## src/rtl/trigger_sequencer.sv

```systemverilog
// Trigger sequencer: pops TTC trigger words, collects one acquisition word per enabled channel, hands off to readout.
// Optional build macro TRIG_MISMATCH_CHECK_EN enables trig-num/type comparison of popped acquisition words.
module trigger_sequencer #(
  parameter int NUM_CHAN = 5,
  parameter int TS_W     = 44
) (
  input  logic                   clk,
  input  logic                   reset,
  input  logic                   trig_fifo_valid,
  input  logic [127:0]           trig_fifo_data,
  output logic                   trig_fifo_ready,
  input  logic [NUM_CHAN-1:0]    acq_fifo_valid,
  input  logic [32*NUM_CHAN-1:0] acq_fifo_data,
  output logic [NUM_CHAN-1:0]    acq_fifo_ready,
  input  logic [NUM_CHAN-1:0]    chan_en,
  input  logic                   readout_ready,
  input  logic                   readout_done,
  output logic                   send_empty_event,
  output logic                   initiate_readout,
  output logic [23:0]            ttc_event_num,
  output logic [23:0]            ttc_trig_num,
  output logic [2:0]             ttc_trig_type,
  output logic [TS_W-1:0]        ttc_trig_timestamp,
  output logic [6:0]             state,
  output logic                   error_trig_num,
  output logic                   error_trig_type,
  output logic [NUM_CHAN-1:0]    error_chan,
  output logic [31:0]            trig_count
);

  typedef enum logic [6:0] {
    S_IDLE       = 7'b0000001,
    S_READ_TRIG  = 7'b0000010,
    S_SEND_EMPTY = 7'b0000100,
    S_COLLECT    = 7'b0001000,
    S_READOUT    = 7'b0010000,
    S_ERR_NUM    = 7'b0100000,
    S_ERR_TYPE   = 7'b1000000
  } state_t;

  state_t              state_q, state_d;
  logic                empty_q, empty_d;
  logic [2:0]          type_q, type_d;
  logic [23:0]         event_q, event_d;
  logic [23:0]         num_q, num_d;
  logic [TS_W-1:0]     ts_q, ts_d;
  logic [NUM_CHAN-1:0] active_q, active_d;
  logic [NUM_CHAN-1:0] collected_q, collected_d;
  logic [31:0]         trig_count_q, trig_count_d;
  logic                send_empty_q, send_empty_d;
  logic                init_q, init_d;
  logic [NUM_CHAN-1:0] pop;
`ifdef TRIG_MISMATCH_CHECK_EN
  logic [NUM_CHAN-1:0] error_chan_q, error_chan_d;
  logic [NUM_CHAN-1:0] num_mis, type_mis;
`endif

  // Only a subset of the trigger/acq word bits carry fields.
  logic unused_data;
  assign unused_data = ^{trig_fifo_data, acq_fifo_data};

  always_comb begin
    state_d      = state_q;
    empty_d      = empty_q;
    type_d       = type_q;
    event_d      = event_q;
    num_d        = num_q;
    ts_d         = ts_q;
    active_d     = active_q;
    collected_d  = collected_q;
    trig_count_d = trig_count_q;
    send_empty_d = 1'b0;
    init_d       = 1'b0;
    trig_fifo_ready = 1'b0;
    pop          = '0;
`ifdef TRIG_MISMATCH_CHECK_EN
    error_chan_d = error_chan_q;
    num_mis      = '0;
    type_mis     = '0;
`endif
    case (state_q)
      S_IDLE: begin
        if (trig_fifo_valid) begin
          trig_fifo_ready = 1'b1;
          empty_d      = trig_fifo_data[95];
          type_d       = trig_fifo_data[94:92];
          event_d      = trig_fifo_data[91:68];
          num_d        = trig_fifo_data[67:44];
          ts_d         = trig_fifo_data[TS_W-1:0];
          active_d     = chan_en;
          collected_d  = '0;
          trig_count_d = trig_count_q + 32'd1;
          state_d      = S_READ_TRIG;
        end
      end
      S_READ_TRIG: begin
        if (empty_q || (active_q == '0)) begin
          if (readout_ready) begin
            send_empty_d = 1'b1;
            init_d       = 1'b1;
            state_d      = S_SEND_EMPTY;
          end
        end else begin
          state_d = S_COLLECT;
        end
      end
      S_COLLECT: begin
        pop         = active_q & ~collected_q & acq_fifo_valid;
        collected_d = collected_q | pop;
`ifdef TRIG_MISMATCH_CHECK_EN
        for (int unsigned k = 0; k < NUM_CHAN; k++) begin
          if (pop[k]) begin
            num_mis[k]  = (acq_fifo_data[32*k +: 24] != num_q);
            type_mis[k] = (acq_fifo_data[32*k+24 +: 3] != type_q);
          end
        end
        if ((num_mis | type_mis) != '0) begin
          error_chan_d = error_chan_q | num_mis | type_mis;
          state_d      = (num_mis != '0) ? S_ERR_NUM : S_ERR_TYPE;
        end else
`endif
        if ((collected_q == active_q) && readout_ready) begin
          init_d  = 1'b1;
          state_d = S_READOUT;
        end
      end
      S_SEND_EMPTY, S_READOUT: begin
        if (readout_done) state_d = S_IDLE;
      end
      S_ERR_NUM, S_ERR_TYPE: state_d = state_q;
      default: state_d = S_IDLE;
    endcase
    // No FIFO may be popped while reset is asserted.
    if (reset) begin
      trig_fifo_ready = 1'b0;
      pop             = '0;
    end
  end

  always_ff @(posedge clk) begin
    if (reset) begin
      state_q      <= S_IDLE;
      empty_q      <= 1'b0;
      type_q       <= '0;
      event_q      <= '0;
      num_q        <= '0;
      ts_q         <= '0;
      active_q     <= '0;
      collected_q  <= '0;
      trig_count_q <= '0;
      send_empty_q <= 1'b0;
      init_q       <= 1'b0;
    end else begin
      state_q      <= state_d;
      empty_q      <= empty_d;
      type_q       <= type_d;
      event_q      <= event_d;
      num_q        <= num_d;
      ts_q         <= ts_d;
      active_q     <= active_d;
      collected_q  <= collected_d;
      trig_count_q <= trig_count_d;
      send_empty_q <= send_empty_d;
      init_q       <= init_d;
    end
  end

`ifdef TRIG_MISMATCH_CHECK_EN
  always_ff @(posedge clk) begin
    if (reset) error_chan_q <= '0;
    else       error_chan_q <= error_chan_d;
  end
  assign error_chan = error_chan_q;
`else
  assign error_chan = '0;
`endif

  assign acq_fifo_ready     = pop;
  assign send_empty_event   = send_empty_q;
  assign initiate_readout   = init_q;
  assign ttc_event_num      = event_q;
  assign ttc_trig_num       = num_q;
  assign ttc_trig_type      = type_q;
  assign ttc_trig_timestamp = ts_q;
  assign state              = state_q;
  assign error_trig_num     = state_q[5];
  assign error_trig_type    = state_q[6];
  assign trig_count         = trig_count_q;

endmodule

```

## config.mk

```make
export PLATFORM = sky130hd
export DESIGN_NAME = trigger_sequencer
export DESIGN_NICKNAME = d
export VERILOG_FILES = /design/src/rtl/trigger_sequencer.sv
export SDC_FILE = /design/constraint.sdc
export NUM_CORES = 1
export LEC_CHECK = 0
export CORE_AREA = 10 10 167 169
export DETAILED_ROUTE_END_ITERATION = 7
export DIE_AREA = 0 0 177 179
export MAX_ROUTING_LAYER = met4
export SYNTH_ARGS = -nofsm -noshare
export SYNTH_HDL_FRONTEND = slang
export SYNTH_SLANG_ARGS = --single-unit
export TNS_END_PERCENT = 20
```

## constraint.sdc

```tcl
create_clock -name clk -period 2.5 [get_ports clk]
set_input_delay 0.5 -clock clk [delete_from_list [all_inputs] [get_ports clk]]
set_output_delay 0.5 -clock clk [all_outputs]
set_load 0.005 [all_outputs]
```

* Word-level counts from Yosys, hierarchy flattened *
Cells that the tools add are included.
W data, S select, Z words.

storage, ports and cells
  output and inout bits = 149
  bits in registers = 147

operators by class
  multiplexer cells = 17
  bitwise gates (word level) = 6
  equal/unequal tests = 12
  add/sub/neg operators = 1
  reductions and logical operators = 10

operators with widths
  operator                 count
  $mux W7                  5
  $pmux W7 S5              1
  $add A32 B1 Y32 const B  1
  $mux W5                  3
  $and A5 B5 Y5            2
  $pmux W5 S2              1
  $eq A7 B1 Y1 const B     1
  $eq A7 B2 Y1 const B     1
  $eq A7 B3 Y1 const B     1
  $eq A7 B4 Y1 const B     1
  $eq A7 B5 Y1 const B     1
  $eq A7 B6 Y1 const B     1
  $eq A7 B7 Y1 const B     1
  $mux W1                  6
  $ne A2 B2 Y1 const B     3
  $reduce_or A2 Y1         3
  $eq A5 B5 Y1             1
  $logic_not A5 Y1         1
  $not A5 Y5               1
  $or A5 B5 Y5             1
  $reduce_and A5 Y1        1
  $reduce_and A2 Y1        2
  $ne A3 B3 Y1 const B     1
  $not A1 Y1               2
  other kinds (4)          4

* Longest topological paths before layout *
Gate-level depths: netlist of run 1.

  word-level depth = 5
  mapped depth = 7
  depth with buffers taken out = 7

* Worst setup path before layout of run 1 *
OpenSTA, ideal clock, no wires.

  path type = input to output
  start = input port reset
  end = output port trig_fifo_ready
  stages = 4
  arrival time = 1357 ps
  setup slack = 643 ps
  cells stage by stage = clkbuf_1 -> clkbuf_1 -> clkbuf_1 -> nor2_1

on the way
  cells in the longest elaborated chain, start to end = 1

RTL lines
  element          RTL line  text
  start, declared  8         input logic reset,
  $mux W1          134       if (reset) begin
  end, declared    11        output logic trig_fifo_ready,

Every way passes these cells.

* Final worst setup path of run 1 *
  start = register state_q[4] (netlist: state[4])
  end = output port acq_fifo_ready[2]

on the way
  cells in the longest elaborated chain, start to end = 3

RTL lines
  element                 RTL line  text
  start, declared         41        state_t state_q, state_d;
  start signal, assigned  154       state_q <= state_d;
  $eq A7 B4 Y1            81        case (state_q)
  $mux W5                 81
  $mux W5                 134
  end, declared           14        output logic [NUM_CHAN-1:0] acq_fifo_ready,

Every way passes these cells.

==> results.json, run 1 <==
{
  "outcome": "finished, final reports clean",
  "max-slew-margin-rel_pct": 52.6,
  "maxSlewViolCount": 0,
  "clk_pin_slew_ns": 0.06,
  "cts_tree": "yes",
  "yosysTopAreaCellShare_pct": 50.2,
  "setup_viol": 0,
  "ys_ff_latch": 145,
  "critPathKind": "flop to output pin",
  "ys_warn_count": 0,
  "seq_area_frac_synth_pct": 50.2,
  "via_per_inst": 4.27,
  "synth_top_family_by_area": "simple AND/OR/NAND/NOR gates",
  "rows": 58,
  "cts-root-buf": "clkbuf_16",
  "pre_cts_slack_ns": -0.270,
  "syn_avg_cell_area_um2": 8.15,
  "ios": 452,
  "final_util_pct": 37.2,
  "yosys.area.top_type": "dfxtp_1",
  "synthMuxAreaShare_pct": 0,
  "cp_top_family": "simple AND/OR/NAND/NOR gates",
  "critPathRequiredTime_ns": 2.00,
  "start_util_pct": 23.4,
  "worst_pin_slew_ns": 0.711,
  "yosys.area_share.xor_xnor_pct": 4.09,
  "rr_worst_depth": 5,
  "path_cells": "nor4_1 -> and2_1 -> nand2_2 -> nor2_1 -> clkdlybuf4s50_1",
  "hold_start": "reset",
  "h-tree-depth": 4,
  "synth_adder_area_share_pct": 1.30,
  "ant_nets": 0,
  "die_area_mm2": 0.0317,
  "reg2reg_slack_ns": 0.46,
  "hold_end": "state[0]$_SDFFE_PP1P_",
  "cts_made_buffers": 17,
  "setup_ws_ns": 0.101,
  "die_h_um": 179,
  "gp_congestion": 0.791,
  "period_share_pct": 96.0,
  "worstReg2RegStart": "trig_count[9]$_SDFFE_PP0P_",
  "netlist_area_mm2": 0.00578,
  "drt_iter0_markers": 307,
  "setup_tns_ns": 0,
  "crit_slowest_cell": "clkdlybuf4s50_1",
  "antenna_found_initial": 0,
  "cpPeakStageDelay_ns": 0.51,
  "dp_hpwl_mm": 14.6,
  "hold-path-cell-count": 3,
  "antenna_cells": 0,
  "cp_data_arrival_time_ns": 1.90,
  "ir_drop_uv": 324,
  "synth_cell_types": 38,
  "hold_viol": 0,
  "hold_ws_ns": 0.409,
  "clock_latency_ns": 0.42,
  "post_cts_buffers": 0,
  "rsz0062_at_grt": "true",
  "ctsHoldBuffers": 0,
  "drv_cap": 0,
  "grt_pass1_wl_mm": 29.9,
  "cts.sinks": 145,
  "layout-area-overhead-vs-synth_pct": 59.4,
  "final.setup_skew_ns": 0.0138,
  "final_cell_area_mm2": 0.00922,
  "end_kind": "output pin",
  "cp.buffers_inverters": 1,
  "clockBufferDepth": 2,
  "stdcell_count": 1294,
  "dr_total_vias": 5523,
  "grt_overflow": 0,
  "first_pass_iters": 4,
  "grt_pass1_vias": 5388,
  "coreArea_mm2": 0.0247,
  "finalPower_mw": 6.00,
  "synth.area.top_cells": "dfxtp_1 (50%), nand2_1 (14%), a21oi_1 (9.4%), xnor2_1 (3.8%), nor2_1 (2.5%)",
  "wl_per_cell_um": 15.6,
  "timing.rr.end": "trig_count[31]$_SDFFE_PP0P_",
  "portBuffers": 250,
  "fin_crit_ns": 2.40,
  "place_inst": 1262,
  "postSynthCellCount": 709,
  "drive_gt1_share_pct": 7.88,
  "synth-compound-area-share_pct": 11.2,
  "p_leak_nw": 3.29,
  "drc": 0,
  "worst-path-max-fanout": 6,
  "cp-start-kind": "flop",
  "synthSimpleGateAreaFrac_pct": 27.3,
  "power.density_mw_per_mm2": 651,
  "finalWirelength_mm": 20.2,
  "place_area_mm2": 0.00864,
  "nets": 1260,
  "hp-class": "primary input to flop",
  "max_freq_mhz": 417,
  "grt_max_degree": 142,
  "die_w_um": 177,
  "track_usage_pct": 12.4
}
[worst max-delay path by stage]
stage | startpoint | endpoint | cells past startpoint | slack, ns
global route | state[4]$_SDFFE_PP0P_ | acq_fifo_ready[2] | 5 | -0.06
floorplan | reset | trig_fifo_ready | 4 | 0.64
global placement | trig_fifo_valid | trig_fifo_ready | 5 | -0.25
CTS | state[4]$_SDFFE_PP0P_ | acq_fifo_ready[4] | 5 | -0.10
detailed placement | trig_fifo_valid | trig_fifo_ready | 5 | -0.27
finish | state[4]$_SDFFE_PP0P_ | acq_fifo_ready[2] | 5 | 0.10
[power breakdown]
part           internal (mW)  leakage, nW  switching [mW]
Combinational          0.539         1.84           0.460
Sequential              2.46         1.18          0.0770
Clock                   1.38        0.264            1.08
Total                   4.38         3.29            1.62
[placed cells by master, fill, tap and decap left out, types with 3 or more instances in the layout]
cell type | Yosys | final
and2_1 | 4 | 4
nand4_4 | 3 | 3
nor4_2 | 11 | 11
xnor2_1 | 25 | 25
and3_1 | 4 | 3
nand4_1 | 5 | 5
nor3_1 | 15 | 15
nor2_1 | 39 | 38
ha_1 | 6 | 6
dfxtp_1 | 145 | 145
a21oi_1 | 109 | 109
a31oi_1 | 5 | 5
clkinvlp_4 | 0 | 4
nand2_1 | 221 | 219
o21ai_0 | 6 | 6
inv_1 | 14 | 14
or3_1 | 5 | 5
nand3_1 | 12 | 12
conb_1 | 1 | 9
and4_1 | 5 | 5
buf_4 | 11 | 19
clkinv_4 | 0 | 3
inv_6 | 0 | 4
clkbuf_16 | 0 | 17
dlymetal6s2s_1 | 0 | 3
clkdlybuf4s50_1 | 0 | 245
buf_12 | 0 | 3
[sequential cells by signal, indices dropped and copies added (netlist names)]
register and count:
ttc_trig_type 3, active_q 5, initiate_readout 1, empty_q 1, state 5, ttc_trig_timestamp 44, send_empty_event 1, trig_count 32
collected_q 5, ttc_trig_num 24, ttc_event_num 24
[synthesized netlist by cell type]
library cell  count
a211o_1           1
a211oi_1          1
a21oi_1         109
a22oi_1           1
a31oi_1           5
and2_1            4
and3_1            4
and3b_1           1
and4_1            5
and4bb_2          1
buf_1             3
buf_2            16
buf_4            11
buf_6             2
clkbuf_1         24
conb_1            1
dfxtp_1         145
ha_1              6
inv_1            14
nand2_1         221
nand3_1          12
nand3_2           1
nand4_1           5
nand4_4           3
nor2_1           39
nor3_1           15
nor3_2            1
nor4_1            2
nor4_2           11
nor4_4            1
o21ai_0           6
o41ai_1           2
or2_2             1
or3_1             5
or3b_1            2
or4_1             1
xnor2_1          25
xor2_1            2
[worst register-to-register path, delay by kind of cell, from the launching register on]
family	cells	cell delay, ns
AOI/OAI and AO/OA	1	0.14
DFF	1	0.45
and+or+nand+nor	4	1.38
[cells by family after synthesis]
logic type | Yosys count
compound gates | 125
xor+xnor | 27
buf+inv | 70
simple gates | 335
flops | 145
other cells | 1
fa+ha+maj | 6
[layer usage]
layer / share of wire (%) / track usage [%] / vias to the layer above
li1: - / - / 2807
met1: 42 / 14.0 / 2521
met2: 45 / 18.6 / 182
met3: 12 / 6.82 / 13
met4: 0.95 / 3.33 / 0
met5: 0 / - / -
[cell type report]
class                           count  area, um2
Fill cell                        2532      15500
Sequential cell                   145       2900
Timing Repair Buffer              271       2700
Multi-Input combinational cell    502       2590
Clock buffer                       18        429
Tap cell                          330        413
Clock inverter                     14        131
Inverter                           14       52.6
[timing repair]
action | in CTS | in global routing
endpoints found under the setup margin | 6 | 5
gates resized for setup | 3 | 3
pin swaps | 0 | 1
Power figures use the tool's default switching activity.
==> inputs of run 2 (changes only) <==
--- a/config.mk
+++ b/config.mk
@@ -9,6 +9,7 @@
 export DETAILED_ROUTE_END_ITERATION = 7
 export DIE_AREA = 0 0 177 179
 export MAX_ROUTING_LAYER = met4
+export PLACE_DENSITY = 0.57
 export SYNTH_ARGS = -nofsm -noshare
 export SYNTH_HDL_FRONTEND = slang
 export SYNTH_SLANG_ARGS = --single-unit
==> constraint.sdc (replaced) <==
create_clock -name clk -period 2.8 [get_ports clk]
set_input_delay 0.56 -clock clk [delete_from_list [all_inputs] [get_ports clk]]
set_output_delay 0.56 -clock clk [all_outputs]
set_load 0.005 [all_outputs]
==> results.json, run 2 (synthesis gave the netlist of run 1 again) <==
{
  "final.setup_skew_ns": 0.0104,
  "setup_tns_ns": 0,
  "coreArea_mm2": 0.0247,
  "reg2reg_slack_ns": 0.81,
  "end_kind": "output pin",
  "antenna_found_initial": 1,
  "clockBufferDepth": 2,
  "setup_viol": 0,
  "grt_overflow": 0,
  "cts.sinks": 145,
  "critPathRequiredTime_ns": 2.24,
  "clk_pin_slew_ns": 0.06,
  "finalPower_mw": 5.74,
  "first_pass_iters": 4,
  "clock_latency_ns": 0.41,
  "die_area_mm2": 0.0317,
  "mostFrequentLayoutCell": "clkdlybuf4s50_1",
  "place_inst": 1253,
  "drv_cap": 0,
  "largest_register_ffs": 44,
  "cp.buffers_inverters": 2,
  "track_usage_pct": 12.7,
  "crit_top_cell": "clkdlybuf4s50_1",
  "die_h_um": 179,
  "dr_total_vias": 5461,
  "rows": 58,
  "layout-area-overhead-vs-synth_pct": 59.9,
  "outcome": "finished, final reports clean",
  "gp_congestion": 0.769,
  "cp_top_family": "buffers and inverters",
  "nets": 1251,
  "maxSlewViolCount": 0,
  "crit_slowest_cell": "clkdlybuf4s50_1",
  "most-common-layout-cells": "clkdlybuf4s50_1 (249), nand2_1 (220), dfxtp_1 (144), a21oi_1 (109), nor2_1 (39)",
  "post_cts_buffers": 0,
  "cts_tree": "yes",
  "final_cell_area_mm2": 0.00925,
  "hp-class": "primary input to flop",
  "max-slew-margin-rel_pct": 41.3,
  "cp-start-kind": "primary input",
  "max_freq_mhz": 374,
  "cts-root-buf": "clkbuf_16",
  "drive_gt1_share_pct": 6.81,
  "worst_pin_slew_ns": 0.881,
  "ir_drop_uv": 336,
  "die_w_um": 177,
  "dp_hpwl_mm": 14.3,
  "start_util_pct": 23.4,
  "rsz0062_at_grt": "false",
  "grt_max_degree": 103,
  "wl_per_cell_um": 15.6,
  "finalWirelength_mm": 20.0,
  "cts_made_buffers": 17,
  "drc": 0,
  "h-tree-depth": 4,
  "hold_viol": 0,
  "period_share_pct": 95.5,
  "critPathKind": "primary input to output pin",
  "cp_data_arrival_time_ns": 2.11,
  "via_per_inst": 4.25,
  "final_util_pct": 37.4,
  "path_cells": "clkdlybuf4s50_1 -> and4bb_2 -> nand2_4 -> nor2_1 -> clkdlybuf4s50_1",
  "grt_pass1_wl_mm": 30.7,
  "stdcell_count": 1286,
  "worst-path-max-fanout": 2,
  "ant_nets": 0,
  "place_area_mm2": 0.00858,
  "ios": 452,
  "p_leak_nw": 3.24,
  "cpPeakStageDelay_ns": 0.61,
  "drt_iter0_markers": 281,
  "fin_crit_ns": 2.67,
  "portBuffers": 250,
  "grt_pass1_vias": 5488,
  "power.density_mw_per_mm2": 620
}
run 2: changes by cell type in the layout (fill, tap and decap cells not counted), sizes merged:
cell | previous run | this run
clkinvlp | 4 | 1
clkdlybuf4s50 | 245 | 249
inv | 18 | 16
clkinv | 5 | 4
bufinv | 1 | 6
dlygate4sd2 | 1 | 0
diode | 0 | 2
buf | 22 | 13
dlymetal6s2s | 3 | 0
run 2: path summary, 6_finish.rpt:
check	startpoint	end	depth (start not counted)
worst max-delay path	trig_fifo_valid	trig_fifo_ready	5
worst max register to register	trig_count[9]$_SDFFE_PP0P_	trig_count[31]$_SDFFE_PP0P_	5
worst min-delay path	reset	collected_q[3]$_SDFFE_PP0P_	2
worst min register to register	ttc_trig_timestamp[5]$_SDFFE_PP0P_	ttc_trig_timestamp[5]$_SDFFE_PP0P_	2
run 2: through the flow:
step | setup WS (ns) | hold slack [ns]
after CTS | 0.0915 | 0.394
after global routing | 0.0260 | 0.403
final | 0.127 | 0.414
after floorplan | 0.823 | 0.436
after global placement | 0.0865 | 0.441
after detailed placement | 0.0954 | 0.446
run 2: report_power, final:
part	leakage [nW]	internal, mW	switching [mW]
clock network	0.321	1.67	0.928
logic	1.73	0.465	0.399
registers	1.18	2.19	0.0752
total	3.24	4.33	1.40
run 2: layout make-up:
| cell class | count | area, um2 |
|---|---|---|
| fill | 2544 | 15500 |
| clock inverter | 13 | 233 |
| multi-input combinational | 502 | 2580 |
| clock buffer | 18 | 429 |
| timing repair buffer | 262 | 2630 |
| inverter | 14 | 52.6 |
| sequential | 145 | 2900 |
| antenna | 2 | 5.00 |
| tap | 330 | 413 |
run 2: what timing repair did:
item | CTS | global route
hold buffers | 0 | 0
resized for setup | 0 | 1
endpoints found under the setup margin | 0 | 5
run 2: worst register-to-register path: stages, from the launching register on:
cell and delay, ns:
dfxtp_1 0.42, and4_1 0.36, nand4_4 0.32, nor3_2 0.31, or3b_1 0.36, a21oi_1 0.13
run 2: routing by layer:
layer	wire, um	share of wire (%)	up-vias	track usage [%]
li1	-	-	2786	-
met1	8800	44	2479	15.2
met2	8720	43	184	18.3
met3	2310	12	12	6.40
met4	213	1.1	0	3.50
met5	0	0	-	-
==> inputs of run 3 (changes only) <==
--- a/config.mk
+++ b/config.mk
@@ -5,6 +5,7 @@
 export SDC_FILE = /design/constraint.sdc
 export NUM_CORES = 1
 export LEC_CHECK = 0
+export CAP_MARGIN = 0
 export CORE_AREA = 10 10 167 169
 export DETAILED_ROUTE_END_ITERATION = 7
 export DIE_AREA = 0 0 177 179
==> constraint.sdc (replaced) <==
create_clock -name clk -period 3.4 [get_ports clk]
set_input_delay 0.68 -clock clk [delete_from_list [all_inputs] [get_ports clk]]
set_output_delay 0.68 -clock clk [all_outputs]
set_load 0.005 [all_outputs]
==> results.json, run 3 (synthesis gave the netlist of run 1 again) <==
{
  "dp_hpwl_mm": 14.4,
  "crit_slowest_cell": "clkdlybuf4s50_1",
  "period_share_pct": 88.1,
  "h-tree-depth": 4,
  "grt_pass1_wl_mm": 30.3,
  "ir_drop_uv": 258,
  "ctsHoldBuffers": 0,
  "p_leak_nw": 3.18,
  "final.setup_skew_ns": 0.00970,
  "worstReg2RegStart": "state[2]$_SDFFE_PP0P_",
  "track_usage_pct": 12.5,
  "stdcell_count": 1284,
  "most-common-layout-cells": "clkdlybuf4s50_1 (249), nand2_1 (220), dfxtp_1 (145), a21oi_1 (109), nor2_1 (39)",
  "cp_top_family": "simple AND/OR/NAND/NOR gates",
  "setup_viol": 0,
  "drv_cap": 0,
  "gp_congestion": 0.767,
  "timing.rr.end": "active_q[3]$_SDFFE_PP0P_",
  "die_h_um": 179,
  "max_freq_mhz": 334,
  "cts-root-buf": "clkbuf_16",
  "via_per_inst": 4.24,
  "cp-start-kind": "flop",
  "wl_per_cell_um": 15.7,
  "rsz0062_at_grt": "false",
  "hp-class": "flop to flop",
  "setup_tns_ns": 0,
  "critPathKind": "flop to output pin",
  "fin_crit_ns": 3.00,
  "cts_made_buffers": 17,
  "dr_total_vias": 5450,
  "ant_nets": 0,
  "die_w_um": 177,
  "hold_end": "ttc_trig_timestamp[41]$_SDFFE_PP0P_",
  "portBuffers": 250,
  "ios": 452,
  "antenna_cells": 0,
  "grt_pass1_vias": 5404,
  "coreArea_mm2": 0.0247,
  "cts_tree": "yes",
  "start_util_pct": 23.4,
  "place_area_mm2": 0.00854,
  "die_area_mm2": 0.0317,
  "drt_iter0_markers": 275,
  "final_cell_area_mm2": 0.00914,
  "hold_viol": 0,
  "multi_input_area_mm2": 0.00258,
  "outcome": "finished, final reports clean",
  "cp_data_arrival_time_ns": 2.32,
  "maxSlewViolCount": 0,
  "clk_pin_slew_ns": 0.06,
  "largest_register_ffs": 44,
  "place_inst": 1252,
  "worst_pin_slew_ns": 0.859,
  "finalWirelength_mm": 20.1,
  "hold-path-cell-count": 2,
  "end_kind": "output pin",
  "grt_overflow": 0,
  "power.density_mw_per_mm2": 492,
  "mostFrequentLayoutCell": "clkdlybuf4s50_1",
  "nets": 1250,
  "grt_max_degree": 77,
  "drc": 0,
  "fillCellCount": 2538,
  "hold_start": "ttc_trig_timestamp[41]$_SDFFE_PP0P_",
  "cpPeakStageDelay_ns": 0.51,
  "cts_resized": 0,
  "layout-area-overhead-vs-synth_pct": 58.1,
  "critPathRequiredTime_ns": 2.72,
  "first_pass_iters": 4,
  "clock_latency_ns": 0.42,
  "clockBufferDepth": 2,
  "reg2reg_slack_ns": 1.02,
  "register_area_mm2": 0.00290,
  "rr_worst_depth": 6,
  "worst-path-max-fanout": 10,
  "path_cells": "nor4_1 -> and2_1 -> nand2_1 -> nor2_1 -> clkdlybuf4s50_1",
  "post_cts_buffers": 0,
  "drive_gt1_share_pct": 6.71,
  "cp.buffers_inverters": 1,
  "rows": 58,
  "antenna_found_initial": 0,
  "cts.sinks": 145,
  "max-slew-margin-rel_pct": 42.7
}
[run 3: report_power, final]
part | switching, mW | internal (mW) | leakage, nW
clock network | 0.804 | 1.11 | 0.281
logic | 0.332 | 0.379 | 1.72
registers | 0.0574 | 1.81 | 1.18
[run 3: metal layers]
metal  vias to the layer above  track usage [%]  part of all wire, %
li1                       2783                -                    -
met1                      2461             15.2                   45
met2                       197             17.9                   43
met3                         9             6.59                   11
met4                         0             3.19                 0.77
met5                         -                -                    0
[run 3: layout make-up]
cell class              instances  area share (%)
clock buffers                  19            4.85
clock inverters                13            1.63
inverters                      14           0.575
multi-input cells             502            28.3
flip-flops and latches        145            31.8
well taps                     330            4.52
repair buffers                261            28.4
[run 3: through the flow]
step                utilization [%]  hold WS [ns]  setup slack (ns)  power, mW
floorplan                         -         0.436              1.18       2.19
global placement               34.5         0.441             0.297       2.62
detailed placement             34.5         0.445             0.294       2.63
CTS                            36.9         0.454             0.329       4.58
global route                   36.9         0.467             0.173       4.73
finish                         36.9         0.453             0.404       4.49
[run 3: how the worst max path moves through the flow]
stage / startpoint / slack [ns] / cells past startpoint / to
6_report: state[4]$_SDFFE_PP0P_ / 0.40 / 5 / acq_fifo_ready[3]
5_1_grt: state[4]$_SDFFE_PP0P_ / 0.17 / 5 / acq_fifo_ready[3]
4_1_cts: state[4]$_SDFFE_PP0P_ / 0.33 / 5 / acq_fifo_ready[3]
3_5_place_dp: trig_fifo_valid / 0.29 / 7 / ttc_event_num[0]$_SDFFE_PP0P_
3_3_place_gp: trig_fifo_valid / 0.30 / 7 / active_q[4]$_SDFFE_PP0P_
2_1_floorplan: reset / 1.18 / 4 / trig_fifo_ready
[run 3: tightest hold or removal path: stages (launching register included)]
cell and delay (ns):
dfxtp_1 0.31, nand2_1 0.05, a21oi_1 0.05
